$ cat config.mk
export PLATFORM = sky130hd
export DESIGN_NAME = cp0_exc_unit_flat
export DESIGN_NICKNAME = d
export VERILOG_FILES = /design/src/rtl/cp0_exc_unit_if.sv /design/src/rtl/cp0_exc_unit.sv /design/src/flat_wrapper.sv
export SDC_FILE = /design/constraint.sdc
export NUM_CORES = 1
export LEC_CHECK = 0
export CORE_AREA = 2 2 117 176
export DETAILED_ROUTE_END_ITERATION = 16
export DIE_AREA = 0 0 119 178
export GPL_ROUTABILITY_DRIVEN = 1
export GPL_TIMING_DRIVEN = 0
export PLACE_DENSITY_LB_ADDON = 0.25
export SLEW_MARGIN = 15
export SYNTH_ARGS = -nofsm -noshare
export SYNTH_HDL_FRONTEND = slang
export SYNTH_SLANG_ARGS = --single-unit
$ cat constraint.sdc
create_clock -name clk -period 6.8 [get_ports clk]
set_input_delay 1.36 -clock clk [delete_from_list [all_inputs] [get_ports clk]]
set_output_delay 1.36 -clock clk [all_outputs]
set_load 0.005 [all_outputs]
$ cat src/rtl/cp0_exc_unit_if.sv
// Core <-> CP0 bus: trap/eret strobes, MFC0/MTC0 access and the redirect/status results.
interface cp0_exc_unit_if;
    logic [31:0] pc;
    logic        exception;
    logic [4:0]  cause_code;
    logic        eret;
    logic        mtc0;
    logic        mfc0;
    logic [4:0]  addr;
    logic [31:0] wdata;
    logic [31:0] rdata;
    logic [31:0] exc_addr;
    logic [31:0] status;
    logic        timer_irq;

    modport master (
        output pc, exception, cause_code, eret, mtc0, mfc0, addr, wdata,
        input  rdata, exc_addr, status, timer_irq
    );

    modport slave (
        input  pc, exception, cause_code, eret, mtc0, mfc0, addr, wdata,
        output rdata, exc_addr, status, timer_irq
    );
endinterface

$ cat src/rtl/cp0_exc_unit.sv
// Coprocessor 0 for the single-cycle MIPS core: Status/Cause/EPC/Count/Compare,
// trap/ERET redirect target, MFC0/MTC0 access and a sticky Count==Compare interrupt.
module cp0_exc_unit #(
    parameter logic [31:0] HANDLER_ADDR = 32'h0040_0004,
    parameter int unsigned COUNT_DIV    = 2
) (
    input  logic             clk,
    input  logic             rst,
    cp0_exc_unit_if.slave    bus
);

    localparam int unsigned   PW        = (COUNT_DIV > 1) ? $clog2(COUNT_DIV) : 1;
    localparam logic [PW-1:0] PRESC_MAX = PW'(COUNT_DIV - 1);

    typedef enum logic [4:0] {
        REG_COUNT   = 5'd9,
        REG_COMPARE = 5'd11,
        REG_STATUS  = 5'd12,
        REG_CAUSE   = 5'd13,
        REG_EPC     = 5'd14
    } cp0_reg_e;

    logic [31:0]   status_q, status_d;
    logic [31:0]   epc_q, epc_d;
    logic [31:0]   count_q, count_d;
    logic [31:0]   compare_q, compare_d;
    logic [PW-1:0] presc_q, presc_d;
    logic [4:0]    exc_code_q, exc_code_d;
    logic [1:0]    sw_ip_q, sw_ip_d;
    logic          tirq_q, tirq_d;

    logic          tick;
    logic          count_wr;
    logic          compare_wr;
    logic [31:0]   cause_rd;

    always_comb begin
        tick       = (presc_q == PRESC_MAX);
        presc_d    = tick ? '0 : presc_q + PW'(1);
        count_d    = count_q + 32'(tick);
        status_d   = status_q;
        epc_d      = epc_q;
        compare_d  = compare_q;
        exc_code_d = exc_code_q;
        sw_ip_d    = sw_ip_q;
        count_wr   = 1'b0;
        compare_wr = 1'b0;

        if (bus.exception) begin
            epc_d      = bus.pc;
            exc_code_d = bus.cause_code;
            status_d   = status_q << 5;
        end else if (bus.eret) begin
            status_d = status_q >> 5;
        end else if (bus.mtc0) begin
            case (bus.addr)
                REG_COUNT: begin
                    count_d  = bus.wdata;
                    presc_d  = '0;
                    count_wr = 1'b1;
                end
                REG_COMPARE: begin
                    compare_d  = bus.wdata;
                    compare_wr = 1'b1;
                end
                REG_STATUS: status_d = bus.wdata;
                REG_CAUSE:  sw_ip_d  = bus.wdata[9:8];
                REG_EPC:    epc_d    = bus.wdata;
                default: ;
            endcase
        end

        // Only an increment can raise the flag; a Compare write in the same edge wins.
        tirq_d = compare_wr ? 1'b0
                            : (tirq_q | (tick & ~count_wr & (count_d == compare_q)));
    end

    always_ff @(posedge clk or negedge rst) begin
        if (!rst) begin
            status_q   <= 32'h0000_000F;
            epc_q      <= '0;
            count_q    <= '0;
            compare_q  <= '1;
            presc_q    <= '0;
            exc_code_q <= '0;
            sw_ip_q    <= '0;
            tirq_q     <= 1'b0;
        end else begin
            status_q   <= status_d;
            epc_q      <= epc_d;
            count_q    <= count_d;
            compare_q  <= compare_d;
            presc_q    <= presc_d;
            exc_code_q <= exc_code_d;
            sw_ip_q    <= sw_ip_d;
            tirq_q     <= tirq_d;
        end
    end

    assign cause_rd = {16'b0, tirq_q, 5'b0, sw_ip_q, 1'b0, exc_code_q, 2'b0};

    always_comb begin
        bus.rdata = '0;
        if (bus.mfc0) begin
            case (bus.addr)
                REG_COUNT:   bus.rdata = count_q;
                REG_COMPARE: bus.rdata = compare_q;
                REG_STATUS:  bus.rdata = status_q;
                REG_CAUSE:   bus.rdata = cause_rd;
                REG_EPC:     bus.rdata = epc_q;
                default:     bus.rdata = '0;
            endcase
        end
    end

    assign bus.exc_addr  = bus.eret ? epc_q : HANDLER_ADDR;
    assign bus.status    = status_q;
    assign bus.timer_irq = tirq_q;

endmodule

$ cat src/flat_wrapper.sv
// flat-port wrapper written by rule: the top's interface ports become plain ports
module cp0_exc_unit_flat 
#(
    parameter logic [31:0] HANDLER_ADDR = 32'h0040_0004,
    parameter int unsigned COUNT_DIV    = 2
)
  (clk, rst, bus_pc, bus_exception, bus_cause_code, bus_eret, bus_mtc0, bus_mfc0, bus_addr, bus_wdata, bus_rdata, bus_exc_addr, bus_status, bus_timer_irq);
  cp0_exc_unit_if bus_i ();
  input  logic clk;
  input  logic rst;
  input wire logic [$bits(bus_i.pc)-1:0] bus_pc;
  input wire logic [$bits(bus_i.exception)-1:0] bus_exception;
  input wire logic [$bits(bus_i.cause_code)-1:0] bus_cause_code;
  input wire logic [$bits(bus_i.eret)-1:0] bus_eret;
  input wire logic [$bits(bus_i.mtc0)-1:0] bus_mtc0;
  input wire logic [$bits(bus_i.mfc0)-1:0] bus_mfc0;
  input wire logic [$bits(bus_i.addr)-1:0] bus_addr;
  input wire logic [$bits(bus_i.wdata)-1:0] bus_wdata;
  output wire logic [$bits(bus_i.rdata)-1:0] bus_rdata;
  output wire logic [$bits(bus_i.exc_addr)-1:0] bus_exc_addr;
  output wire logic [$bits(bus_i.status)-1:0] bus_status;
  output wire logic [$bits(bus_i.timer_irq)-1:0] bus_timer_irq;
  assign bus_i.pc = bus_pc;
  assign bus_i.exception = bus_exception;
  assign bus_i.cause_code = bus_cause_code;
  assign bus_i.eret = bus_eret;
  assign bus_i.mtc0 = bus_mtc0;
  assign bus_i.mfc0 = bus_mfc0;
  assign bus_i.addr = bus_addr;
  assign bus_i.wdata = bus_wdata;
  assign bus_rdata = bus_i.rdata;
  assign bus_exc_addr = bus_i.exc_addr;
  assign bus_status = bus_i.status;
  assign bus_timer_irq = bus_i.timer_irq;
  cp0_exc_unit #(.HANDLER_ADDR(HANDLER_ADDR), .COUNT_DIV(COUNT_DIV)) u_core (.clk(clk), .rst(rst), .bus(bus_i));
endmodule
# == After elaboration in Yosys (flattened, before gate mapping) ==
# Index checks and enable logic that the tools add are counted.
# totals
elab_cells,60
reg_bits,137
# op_classes
n_bitwise,6
n_addsub,2
mux,29
n_eq_ne,7
reduce_logical,8
# ops
cell,count
2-to-1 mux 32 bit,14
case mux 32 bit (5 select lines),1
adder 32 x 1 -> 32 bit,1
equality test 32 bit,1
"equality test 5 x 4 -> 1 bit, second input constant",5
2-to-1 mux 1 bit,14
AND reduction 4 bit,2
nonzero test 3 bit,2
nonzero test 2 bit,2
NOT 1 bit,3
AND reduction 3 bit,1
bitwise AND 1 bit,2
"inequality test 2 bit, second input constant",1
AND reduction 2 bit,1
"adder 1 bit, second input constant",1
OR 1 bit,1

# == Longest topological paths before layout ==
# Gate-level depths: netlist (run 1).
# logic_depth
ltp_word,10
ltp_mapped,11

# == Least setup slack after synthesis (run 1) ==
# Ideal clock, no wire load.
# synth_path
kind,in2out
start,in bus_addr[1]
end,out bus_rdata[6]
path_stages,5
required_time_ps,5440
setup_slack_ps,2738
arrival_ps,2702
cell_sequence,clkbuf_1 > clkbuf_1 > mux2_2 > a222oi_1 > nor2_1
# synth_via
elab_chain_cells,3
word_cells_on_any_way,7
classes_between,eq/ne (5); mux (2)
# synth_lines
element,line,source
start: declaration,flat_wrapper.sv:17,input wire logic [$bits(bus_i.addr)-1:0] bus_addr;
equality test 5 x 4 -> 1 bit,cp0_exc_unit.sv:105,case (bus.addr)
case mux 32 bit (5 select lines) *,cp0_exc_unit.sv:105,
2-to-1 mux 32 bit *,cp0_exc_unit.sv:104,if (bus.mfc0) begin
end: declaration,flat_wrapper.sv:19,output wire logic [$bits(bus_i.rdata)-1:0] bus_rdata;
# Every way passes the cells marked *; elsewhere a longest branch is shown, timed or not.

# == Final worst setup path (run 1) ==
# layout_path
start,in bus_addr[1]
end,out bus_rdata[13]
# The elaborated chain is that of the path after synthesis.

==> results by group, run 1 <==
Outcome
  – Status: finished clean

Finish
  – Proportion of layout cells with a drive suffix above 1: between 10% and 20%
  – Diodes inserted: 0
  – Final core utilization: 58.4%
  – Finished Layout Cells: 1450
  – Post-route cell area: 11500 um^2
  – Most common cell after layout, fill and taps aside: clkdlybuf4s50_1
  – Multi-input logic area: 4840 um^2
  – Reg area: 3470 um^2
  – Commonest cells after routing, fill and taps aside: clkdlybuf4s50_1 (173), nand2_1 (113), dfrtp_1 (101), o21ai_0 (85), a21oi_1 (70)
  – FILL cells: 1800
  – Area delta synth->final: 31.0%
  – Nets: 1259

Synth
  – Synth Net Count: between 1000 and 1500
  – Cells after Synth: 983
  – Yosys top cell by area: dfrtp_1
  – Yosys warnings: 0
  – Netlist cell types: 68
  – Synth top area share: 28.9%
  – Register bit total from synthesis: 137
  – Synth top area cells: dfrtp_1 (29%), dfstp_2 (11%), mux2_2 (7.1%)
  – Post-synthesis cell area: 8750 um^2
  – Syn Area/Cell: 8.90 um^2
  – Register area share after synthesis: 39.7%
  – Number of flops mapped to enable cells by yosys: 0
  – Ys async rst share: 100%
  – Most used flip-flop cell after synthesis: dfrtp_1

Routing
  – Antenna violation net count after detailed routing: 0
  – DRT Pass-1 Iters: 7
  – DR vias/cell: 6.31
  – Residual DRC count: 0
  – Routed WL: 37400 um
  – First DRT Iteration DRCs: 1262
  – Vias: between 9000 and 10000
  – Routed WL per cell: around 26 um

Power
  – PD cells: 236 nW/um^2
  – VDD IR max: 0.146 mV
  – Leakage: 4.11 nW
  – Post-layout total power: 2.70 mW

STA
  – Final setup violation count: 0
  – Worst hold slack: 0.511 ns
  – Worst-Margin Slew: 0.992 ns
  – Fmax achieved: 0.168 GHz
  – Max Clock Skew: around 0.0081 ns
  – RSZ-0062 raised after global routing: false
  – Slew Viols, Final: 0
  – Final Hold Viols: 0
  – Setup_tns: 0 ns
  – Fin crit share: 87.8%
  – PnR worst setup slack: 0.831 ns
  – Worst slew margin relative to its limit: about 34%
  – Minimum clock period: 5.97 ns

Floorplan
  – Die W: 119 um
  – Initial core utilization: 44.6%
  – Die area: about 21000 um^2
  – Row cnt: 63
  – Core Region: ~20000 um^2
  – I/O pin cnt: 177
  – Die height: 178 um

Clock tree
  – Post-CTS Resized: 0
  – CTS Sinks: 137
  – # H-tree levels: 4
  – Worst skew pair latency: 0.44 ns
  – CTS tree: yes
  – Setup Fix Bufs, Post-CTS: 0
  – Root Driver: clkbuf_16
  – Total CTS buffers: 17
  – Post-CTS Hold Buffers: 0
  – Clk buf depth: 2
  – CTS clock-pin slew for the worst setup and hold paths: 0.06 ns

Critical path
  – Arr. time, crit path: 4.61 ns
  – Crit Path Class: input pin to output port
  – CP required: 5.44 ns
  – Setup crit end kind: output port
  – Critical Path Max Stage Delay: 0.64 ns
  – Max Fanout on Critical Path: 10
  – Slowest cell on crit path: clkbuf_1
  – CP Cell Sequence: clkdlybuf4s50_1 -> clkbuf_1 -> clkbuf_1 -> nand3_1 -> o2111ai_1 -> clkbuf_1 -> nor2_1 -> clkdlybuf4s50_1
  – CP dominant cell by count: clkbuf_1
  – Critical Path Source Type: input pin

GRT
  – Congestion Overflow GR: 0
  – First-pass GRT wire length: approximately 55000 um
  – Vias in the first global route: roughly 9000
  – Pin count of the biggest net entering global routing: 81
  – Global-route usage over all layers: 34.9%
  – Initial antenna violation count: 0

Min path
  – Hold Path Class: flop to flop

Job
  – Maxcap violations: 0

Placed design
  – PortBufs: between 150 and 200
  – Cells after DPL: roughly 1400
  – Pre-CTS setup slack: 0.962 ns
  – RePlAce Congestion: 0.971
  – Hpwl dp: 28300 um
  – Placed Instance Area: 10800 um^2
[synth_stat cells (2+ instances only)]
cell       instances
a32oi_1            2
and4_1             3
dfrtp_1          101
nor3b_1            6
o2111ai_1          2
or4_1              2
o32ai_1            2
inv_1             23
nand4_1           21
a21oi_1           70
a32o_1             2
nor2_1            64
nand3_1           41
ha_1               2
or3_1              6
nand3_2            2
a31oi_1            7
nor3_1            11
buf_1              9
o21ai_0           85
clkbuf_1          66
nor2b_1            3
mux2i_1           34
a222oi_1          38
dfstp_2           36
nand3b_1           2
a221oi_1           4
buf_2              6
nand2_1          113
mux2_2            55
nor4_1            15
a311oi_1           2
a22o_1            26
nand2b_1           2
and3_1             4
buf_4              3
a211oi_1           4
a2111oi_0          2
xnor2_1           34
or2_2              2
xor2_1            15
and2_1            30
[layer usage]
metal	GRT usage [%]	wire length [um]	part of all wire, %
met5	0	0	0
met4	23.2	2730	7.3
met3	6.17	2700	7.2
met2	59.8	18000	48
met1	39.8	13900	37
[worst paths after layout]
kind / slack, ns / depth (start not counted) / endpoint / start
min in group asynchronous: 0.85 / 1 / u_core.count_q[8]$_DFF_PN0_ / rst
max in group asynchronous: 5.16 / 2 / u_core.compare_q[18]$_DFFE_PN1P_ / rst
worst max register to register: 3.28 / 10 / u_core.bus.timer_irq$_DFF_PN0_ / u_core.count_q[0]$_DFF_PN0_
worst min register to register: 0.51 / 1 / u_core.exc_code_q[2]$_DFFE_PN0P_ / u_core.exc_code_q[2]$_DFFE_PN0P_
worst max-delay path: 0.83 / 8 / bus_rdata[13] / bus_addr[1]
worst min-delay path: 0.51 / 1 / u_core.exc_code_q[2]$_DFFE_PN0P_ / u_core.exc_code_q[2]$_DFFE_PN0P_
[layout make-up]
| type | count | share of cell area, % |
|---|---|---|
| Clock buffer | 20 | 4.07 |
| Sequential cell | 137 | 30.3 |
| Multi-Input combinational cell | 738 | 42.2 |
| Tap cell | 260 | 2.84 |
| Clock inverter | 12 | 1.28 |
| Buffer | 85 | 3.01 |
| Timing Repair Buffer | 175 | 15.5 |
| Inverter | 23 | 0.753 |
[power breakdown]
group          internal, mW  leakage [nW]  switching [mW]
logic                 0.280          2.22           0.377
clock network         0.603         0.298           0.378
registers             0.924          1.60           0.140
total                  1.81          4.11           0.895
[registers in the layout (all words and copies together), names as in the netlist]
signal                cells
u_core.sw_ip_q            2
u_core.epc_q             32
u_core.compare_q         32
u_core.presc_q            1
u_core.count_q           32
u_core.bus.status        32
u_core.bus.timer_irq      1
u_core.exc_code_q         5
[cells by family (layout without fill, tap and decap cells)]
group | Yosys count | in the layout | share of synthesized area, %
fa+ha+maj | 2 | 2 | 0.286
flops | 137 | 137 | 39.7
simple gates | 341 | 341 | 19.7
compound gates | 257 | 257 | 19.5
xor+xnor | 49 | 49 | 4.91
buf+inv | 108 | 315 | 4.94
mux | 89 | 89 | 11.0
[worst max-delay path: cells and delay by family]
| family | cells | cell delay, ns |
|---|---|---|
| compound gates | 1 | 0.32 |
| buf+inv | 5 | 2.59 |
| simple gates | 2 | 0.32 |
(Power assumes the default switching activity.)
==> inputs of run 2 (changes only) <==
--- a/config.mk
+++ b/config.mk
@@ -5,6 +5,7 @@
 export SDC_FILE = /design/constraint.sdc
 export NUM_CORES = 1
 export LEC_CHECK = 0
+export ABC_CLOCK_PERIOD_IN_PS = 6800
 export CORE_AREA = 2 2 117 176
 export DETAILED_ROUTE_END_ITERATION = 16
 export DIE_AREA = 0 0 119 178
==> results of run 2 <==
Same layout as run 1: the final DEF is identical, and so are final timing and power.
==> inputs of run 3 (changes only) <==
--- a/config.mk
+++ b/config.mk
@@ -6,9 +6,9 @@
 export NUM_CORES = 1
 export LEC_CHECK = 0
 export ABC_CLOCK_PERIOD_IN_PS = 6800
-export CORE_AREA = 2 2 117 176
+export CORE_AREA = 2 2 105 157
 export DETAILED_ROUTE_END_ITERATION = 16
-export DIE_AREA = 0 0 119 178
+export DIE_AREA = 0 0 107 159
 export GPL_ROUTABILITY_DRIVEN = 1
 export GPL_TIMING_DRIVEN = 0
 export PLACE_DENSITY_LB_ADDON = 0.25
==> results by group, run 3 (synthesized netlist as in run 1, its figures left out) <==
Placed design
  – Hpwl dp: 26600 um (-5.9%)
  – RePlAce Congestion: 1.00 (+3.0%)
  – PortBufs: 174 (unchanged)

Critical path
  – Crit Path Class: input pin to output port
  – CP required: 5.44 ns (about the same)
  – Setup crit end kind: output port
  – Max Fanout on Critical Path: 10 (unchanged)
  – Arr. time, crit path: 4.59 ns (-0.02 ns)
  – Critical Path Source Type: input pin
  – FF-to-FF setup slack: 3.23 ns (-0.05 ns)

Power
  – PD cells: 235 nW/um^2 (-0.24%)
  – Clk pwr share: 35.4% (-0.9 points)
  – Leakage: 4.09 nW (-0.44%)
  – Pint: 1.78 mW (-1.5%)
  – Combinational Power Share: 24.8% (+0.5 points)
  – VDD IR max: 0.172 mV (+18%)
  – Sequential share of power: 39.9% (+0.5 points)
  – Switching pwr: 0.894 mW (-0.15%)
  – Switching share of power: 33.4% (+0.31 points)

STA
  – Worst-Margin Slew: 1.07 ns (+0.0776 ns)
  – Fin crit share: 87.5% (-0.23 points)
  – Slew Viols, Final: 0 (unchanged)
  – Minimum clock period: 5.95 ns (-0.0158 ns)
  – Setup_tns: 0 ns (unchanged)
  – Final setup violation count: 0 (unchanged)
  – Worst slew margin relative to its limit: 28.5% (-5.2 points)
  – Max Clock Skew: 0.00665 ns (-0.00149 ns)
  – Fmax achieved: 0.168 GHz (+0.27%)
  – RSZ-0062 raised after global routing: false
  – Final Hold Viols: 0 (unchanged)
  – Worst hold slack: 0.512 ns (+0.00143 ns)

GRT
  – Pin count of the biggest net entering global routing: 105 (+30%)
  – Congestion Overflow GR: 0 (unchanged)
  – Initial antenna violation count: 0 (unchanged)
  – Global-route usage over all layers: 41.7% (+6.8 points)
  – First-pass GRT wire length: 53200 um (-2.4%)
  – Vias in the first global route: 9081 (+2.0%)

Clock tree
  – Setup Fix Bufs, Post-CTS: 0 (unchanged)
  – Post-CTS Hold Buffers: 0 (unchanged)
  – Worst skew pair latency: 0.43 ns (about the same)
  – Clk buf depth: 2 (unchanged)
  – # H-tree levels: 4 (unchanged)
  – CTS tree: yes
  – CTS clock-pin slew for the worst setup and hold paths: 0.06 ns (about the same)
  – CTS Sinks: 137 (unchanged)
  – Total CTS buffers: 17 (unchanged)
  – Root Driver: clkbuf_16
  – Post-CTS Resized: 0 (unchanged)

Routing
  – First DRT Iteration DRCs: 1150 (-8.9%)
  – DR vias/cell: 6.79 (+7.6%)
  – DRT Pass-1 Iters: 7 (unchanged)
  – Routed WL: 35600 um (-4.6%)
  – Residual DRC count: 0 (unchanged)
  – Vias: 9457 (+3.4%)
  – Antenna violation net count after detailed routing: 0 (unchanged)
  – Routed WL per cell: 25.6 um (-0.68%)

Floorplan
  – Die W: 107 um (-10%)
  – I/O pin cnt: 177 (unchanged)
  – Die area: 17000 um^2 (-20%)
  – Core Region: 15600 um^2 (-20%)
  – Initial core utilization: 56.0% (+11 points)
  – Row cnt: 56 (-11%)
  – Die height: 159 um (-11%)

Finish
  – Most common cell after layout, fill and taps aside: clkdlybuf4s50_1
  – Diodes inserted: 0 (unchanged)
  – Proportion of layout cells with a drive suffix above 1: 12.4% (-0.25 points)
  – Area delta synth->final: 29.9%
  – FILL cells: 1245 (-31%)
  – Commonest cells after routing, fill and taps aside: clkdlybuf4s50_1 (173), nand2_1 (113), dfrtp_1 (101), o21ai_0 (85), a21oi_1 (70)
  – Nets: 1259 (unchanged)

Outcome
  – Status: finished clean

Min path
  – Hold Path Class: flop to flop

Job
  – Maxcap violations: 0 (unchanged)
## run 3: final cells by class
type                            count  area [um^2]  share of cell area, %
Multi-Input combinational cell    738         4840                   42.6
Sequential cell                   137         3470                   30.6
Timing Repair Buffer              175         1770                   15.6
Clock buffer                       20          437                   3.84
Buffer                             85          345                   3.04
Tap cell                          203          254                   2.23
Clock inverter                     12          154                   1.35
Inverter                           23         86.3                  0.760
## run 3: power by group through the flow
stage | Combinational [mW] | Clock, mW | Sequential (mW)
after global routing | 0.709 | 0.980 | 1.07
after detailed placement | 0.638 | 0 | 1.07
final | 0.662 | 0.945 | 1.07
after global placement | 0.621 | 0 | 1.07
after floorplan | 0.394 | 0 | 1.01
after CTS | 0.645 | 0.943 | 1.06
## run 3: worst paths after layout
| path | startpoint | end | cells past startpoint |
|---|---|---|---|
| setup reg to reg | u_core.count_q[0]$_DFF_PN0_ | u_core.bus.timer_irq$_DFF_PN0_ | 10 |
| min in group asynchronous | rst | u_core.presc_q$_DFF_PN0_ | 1 |
| hold / removal | u_core.exc_code_q[1]$_DFFE_PN0P_ | u_core.exc_code_q[1]$_DFFE_PN0P_ | 1 |
| hold reg to reg | u_core.exc_code_q[1]$_DFFE_PN0P_ | u_core.exc_code_q[1]$_DFFE_PN0P_ | 1 |
| max in group asynchronous | rst | u_core.bus.status[3]$_DFFE_PN1P_ | 2 |
| setup / recovery | bus_addr[2] | bus_rdata[1] | 8 |
## run 3: per-layer routing
| layer | wire, um | global-route usage [%] | part of all wire [%] |
|---|---|---|---|
| met2 | 16500 | 65.9 | 46 |
| met4 | 3350 | 31.5 | 9.4 |
| met5 | 0 | 0 | 0 |
| met3 | 3470 | 8.47 | 9.7 |
| met1 | 12300 | 49.4 | 35 |
## run 3: worst max-delay path, stage by stage
cell	delay [ns]
clkdlybuf4s50_1	0.47
clkbuf_1	0.35
nand3b_1	0.19
nor2_1	0.67
clkbuf_1	0.65
a222oi_1	0.20
nor2_1	0.17
clkdlybuf4s50_1	0.52
## run 3: through the flow
| step | area, um^2 | util, % | cells | power (mW) | worst slack, ns |
|---|---|---|---|---|---|
| 6_report | 11400 | 72.7 | 1393 | 2.67 | 0.847 |
| 3_3_place_gp | 10700 | 68.7 | 1360 | 1.69 | -1.04 |
| 3_5_place_dp | 10800 | 69.0 | 1361 | 1.71 | 1.03 |
| 5_1_grt | 11400 | 72.7 | 1393 | 2.76 | 0.777 |
| 4_1_cts | 11400 | 72.7 | 1393 | 2.65 | 1.01 |
| 2_1_floorplan | 8750 | - | 983 | 1.41 | 2.74 |
